## config.mk

```make
export PLATFORM = sky130hd
export DESIGN_NAME = sipo_jk_rx
export DESIGN_NICKNAME = d
export VERILOG_FILES = /design/src/rtl/sipo_jk_rx.sv
export SDC_FILE = /design/constraint.sdc
export NUM_CORES = 1
export LEC_CHECK = 0
export ABC_AREA = 1
export CAP_MARGIN = 20
export CELL_PAD_IN_SITES_DETAIL_PLACEMENT = 0
export CELL_PAD_IN_SITES_GLOBAL_PLACEMENT = 1
export CORE_MARGIN = 1.5
export CORE_UTILIZATION = 31
export CTS_CLUSTER_DIAMETER = 100
export DETAILED_ROUTE_END_ITERATION = 12
export PLACE_DENSITY_LB_ADDON = 0.1
export SLEW_MARGIN = 20
export SYNTH_ARGS = -nofsm -noshare
export SYNTH_HDL_FRONTEND = slang
export SYNTH_SLANG_ARGS = --single-unit
```

## constraint.sdc

```tcl
create_clock -name clk -period 1.38 [get_ports clk]
set_input_delay 0.276 -clock clk [delete_from_list [all_inputs] [get_ports clk]]
set_output_delay 0.276 -clock clk [all_outputs]
set_load 0.03 [all_outputs]
```

## src/rtl/sipo_jk_rx.sv

```systemverilog
// sipo_jk_rx -- serial-in / parallel-out frame receiver.
//
// Collects WIDTH serial bits (MSB first, one per cycle with en=1) into a
// parallel word. The finished word goes to q and raises vld until a consumer
// takes it with rdy. If a frame finishes while the previous word is still
// waiting, the new word is dropped and the sticky ovr flag is set.
//
// Parameters
//   WIDTH  bits per frame / width of q (2..32)
// Ports
//   clk   in   clock, rising edge
//   res   in   synchronous active-low reset
//   sin   in   serial data bit, MSB of each frame first
//   en    in   serial bit strobe; sin is sampled only when en=1
//   sync  in   frame align; drops any partial frame, current bit starts a new one
//   rdy   in   consumer ready; word consumed when vld=1 and rdy=1
//   q     out  parallel word, stable while vld=1
//   vld   out  q holds an unconsumed word
//   busy  out  partial frame in progress (bit count non-zero)
//   ovr   out  sticky overrun flag, cleared only by reset
module sipo_jk_rx #(
  parameter int WIDTH = 4
) (
  input  logic             clk,
  input  logic             res,
  input  logic             sin,
  input  logic             en,
  input  logic             sync,
  input  logic             rdy,
  output logic [WIDTH-1:0] q,
  output logic             vld,
  output logic             busy,
  output logic             ovr
);

  localparam int CW = (WIDTH > 2) ? $clog2(WIDTH) : 1;
  localparam logic [CW-1:0] LAST = CW'(WIDTH - 1);

  logic [WIDTH-1:0] sr;
  logic [CW-1:0]    cnt;
  logic [WIDTH-1:0] word;
  logic             frame_done;

  // The incoming bit appended to the bits already shifted in; on the last
  // bit of a frame this is the complete word, first bit at the MSB.
  assign word       = {sr[WIDTH-2:0], sin};
  // sync turns the current bit into the first bit of a new frame, so it
  // can never complete one.
  assign frame_done = en && !sync && (cnt == LAST);
  assign busy       = (cnt != '0);

  // Single register stage: frame assembly and output handshake
  always_ff @(posedge clk) begin
    if (!res) begin
      sr  <= '0;
      cnt <= '0;
      q   <= '0;
      vld <= 1'b0;
      ovr <= 1'b0;
    end else begin
      if (en) begin
        sr <= word;
        if (sync)
          cnt <= CW'(1);
        else if (frame_done)
          cnt <= '0;
        else
          cnt <= cnt + CW'(1);
      end else if (sync) begin
        cnt <= '0;
      end

      // A consume in the same cycle frees the slot for the new word.
      if (frame_done) begin
        if (!vld || rdy) begin
          q   <= word;
          vld <= 1'b1;
        end else begin
          ovr <= 1'b1;
        end
      end else if (vld && rdy) begin
        vld <= 1'b0;
      end
    end
  end

endmodule

```

# ---- Word level (Yosys, flattened, before mapping)
# Index checks and enable logic that the tools add are counted.
dict set report totals {
  input_bits 6
  reg_bits 11
  out_inout_bits 7
  elab_cells 28
}
dict set report op_classes {
  reduce_logical 12
  n_eq_ne 2
  add_sub_neg 1
  n_mux 7
  n_bitwise 1
}
# cell n
set op_table {}
lappend op_table {{2-bit 2-to-1 mux} 4}
lappend op_table {{2-bit AND reduction} 3}
lappend op_table {{2-bit nonzero test} 3}
lappend op_table {{1-bit logical AND} 3}
lappend op_table {{1-bit 2-to-1 mux} 3}
lappend op_table {{2-bit by 1-bit adder with 2-bit output (second input constant)} 1}
lappend op_table {{2-bit == test (second input constant)} 1}
lappend op_table {{1-bit logical NOT} 2}
lappend op_table {{2-bit by 1-bit != test with 1-bit output (second input constant)} 1}
lappend op_table {{1-bit logical OR} 1}
lappend op_table {{1-bit NOT} 1}

# ---- Logic depth before layout (Yosys ltp)
dict set report depth {
  word_depth 6
  mapped_depth 6
  ltp_nobuf 6
}

# ---- Worst setup path before layout
# No wires, ideal clock.
dict set report synth_timing {
  path_type {register -> output}
  from {register cnt[0]}
  to {output port busy}
  path_slack_ns 0.346
  n_path_buf 0
  t_arrival_ns 0.758
  stages_incl_launch_ff 4
  required_ns 1.104
  cell_sequence {dfxtp_1 inv_1 ha_1 inv_1}
}
dict set report synth_between {
  elab_chain_cells 1
}
# item line_no
set synth_lines {}
lappend synth_lines {{start, declared} 40} ;# logic [CW-1:0] cnt;
lappend synth_lines {{start signal, assigned} 68} ;# cnt <= cnt + CW'(1);
lappend synth_lines {{2-bit nonzero test} 50} ;# assign busy = (cnt != '0);
lappend synth_lines {{end, declared} 32} ;# output logic busy,
# No other way between the ends.

# ---- Final worst setup path
dict set report layout_timing {
  from {register q[1]}
  to {output port q[1]}
}
# item line_no
set layout_lines {}
lappend layout_lines {{start, declared} 30} ;# output logic [WIDTH-1:0] q,
lappend layout_lines {{start signal, assigned} 76} ;# q <= word;
# No word-level cell between the ends.

==> metrics <==
DRC violations left 0; synth unique cells 14; synthesized area around 500 um2; drt pass-1 iters 4; setup total negative slack 0 ns; CP peak stage delay ~0.41 ns; WL/cell 9.990 um; Rel. slew slack 0.7976; CP endpoint kind primary output; io pins 13; met2 wirelength from detailed routing about 380 um; total track usage 0.1229; area grow syn2layout 31.98%; worst setup margin 0.08393 ns; DRT iter0 DRCs 7; Seq/Total Area, Yosys 0.4467; DIE WIDTH 42.88 um; antenna violations before repair 0; vias per std cell 4.531; max layer used met4; half-perimeter wire length after placement 711 um; Hold Path Class flip-flop to flip-flop; CTS tree done; Skew-Pair Late Insertion Delay roughly 0.27 ns; n_diodes 0; nets 89; Placed Area 621.8 um2; final setup vio count 0; worst-margin pin slew 0.3049 ns; FP Rows 14; die height 42.88 um; die area 1838 um2; Mapped Avg Cell Area 7.703 um2; Critical Path, Cell by Cell dlygate4sd2_1; Worst Path Class, Setup flip-flop to primary output; Ys Warns 0; Reg2Reg Setup Slack 0.15 ns; WP data required 1.10 ns; final slew viol count 0; commonest non-fill, non-tap cells in the layout inv_1 (12), nor2_1 (12), dfxtp_1 (9); Port Buffers 12; metal3 WL between 60 and 70 um; Core Region 1489 um2; first-pass GRT wire length 1.642 mm; layout cell share with drive strength beyond 1 0.1500; clk_skew 0.001490 ns; Initial Utilization 0.3311; Power Density 955.1 nW/um2; Placement Setup Slack 0.007446 ns; CP max-delay cell dlygate4sd2_1; Leak 0.3166 nW; RSZ-0062 raised after global routing false; largest net degree at the start of global routing 10; root buf cell clkbuf_4; clk slew on worst S/H paths around 0.07 ns; final hold vios 0; status completed; H-tree levels 1; gr ovfl total 0; CTS buffer count 3; routability cong. 0.7541; Post-Route WL 959 um; startpoint types flip-flop; DR vias 435; met1 wire length ~500 um; largest delay contributor family on the critical path buffers and inverters; #FFs+latches synth 11; Max Cap Viol 0; period utilization 0.9392; Non-Filler Cell Area, Final 650.6 um2; vias in the first global route 400; clk sinks 11; Critical Path AT between 1 and 1.5 ns; Routed Antenna Nets 0; cell count after synthesis 64; Buf+Inv Stages, Crit Path 1; Tmin final 1.296 ns; Worst VDD drop 0.3572 mV; Hold Slack between 0.4 and 0.5 ns; Syn Nets 72; worst-case clock buffer depth 2; highest clock rate 771.6 MHz; CP max FO 2
## registers in the layout, summed over array words and instances (netlist names)
signal and count:
sr 3, cnt 2, ovr 1, vld 1, q 4
## synth_stat cells
cell type	n	area [um2]
dfxtp_1	11	220.2
nand2_2	1	6.260
nand2_1	6	22.52
nor2_4	2	22.52
ha_1	2	25.02
inv_1	12	45.04
a21oi_1	6	30.03
nand3_1	1	5.000
buf_6	1	11.26
nand3_2	1	10.01
nor2_1	12	45.04
o21ai_0	4	20.02
nand4_1	4	25.02
buf_2	1	5.000
## final cells by class
| type | count | area (um2) |
|---|---|---|
| Multi-Input combinational cell | 39 | 211.5 |
| Timing Repair Buffer | 14 | 125.1 |
| Clock buffer | 4 | 26.28 |
| Fill cell | 155 | 838.3 |
| Inverter | 12 | 45.04 |
| Tap cell | 16 | 20.02 |
| Sequential cell | 11 | 222.7 |
## where the power goes
| part | switching, W | internal (W) | total [W] |
|---|---|---|---|
| clock network | 0.000108 | 0.000112 | 0.000220 |
| logic | 0.0000383 | 0.0000326 | 0.0000709 |
| registers | 0.00000398 | 0.000327 | 0.000331 |
| total | 0.000150 | 0.000471 | 0.000621 |
## path summary, 6_finish.rpt
| path | cells after the start | endpoint | from |
|---|---|---|---|
| max reg2reg | 6 | q[0] | cnt[0] |
| min | 2 | ovr | ovr |
| max | 1 | q[1] | q[1] |
| min reg2reg | 2 | ovr | ovr |
## tightest hold or removal path, cell delays in order (launching register included)
cell	delay [ns]
dfxtp_1	0.32
nor2_1	0.04
nor2_1	0.07
## through the flow
stage          total power, W  instances  utilization
2_1_floorplan       0.0003807         64            -
3_3_place_gp        0.0004069         91       0.4176
3_5_place_dp        0.0004060         91       0.4176
4_1_cts             0.0006316         95       0.4303
5_1_grt             0.0006562         96       0.4370
6_report            0.0006214         96       0.4370
## metal layers
metal / vias to the layer above / track usage
li1: 230 / -
met1: 185 / 0.1641
met2: 18 / 0.1697
met3: 2 / 0.03830
met4: 0 / 0.07500
met5: - / 0
## logic make-up after synthesis
group | count (synthesis) | share of synthesized area
and+or+nand+nor | 27 | 0.2766
buffers and inverters | 14 | 0.1243
AOI/OAI and AO/OA | 10 | 0.1015
adders and majority gates | 2 | 0.05075
DFF | 11 | 0.4467
## timing repair
item / in CTS / in global routing
setup buffers: 0 / 1
hold endpoints to repair: 0 / 0
gates resized for setup: 6 / 2
setup endpoints to repair: 6 / 1
hold buffers: 0 / 0
No activity file was read; power rests on OpenSTA's default activity.
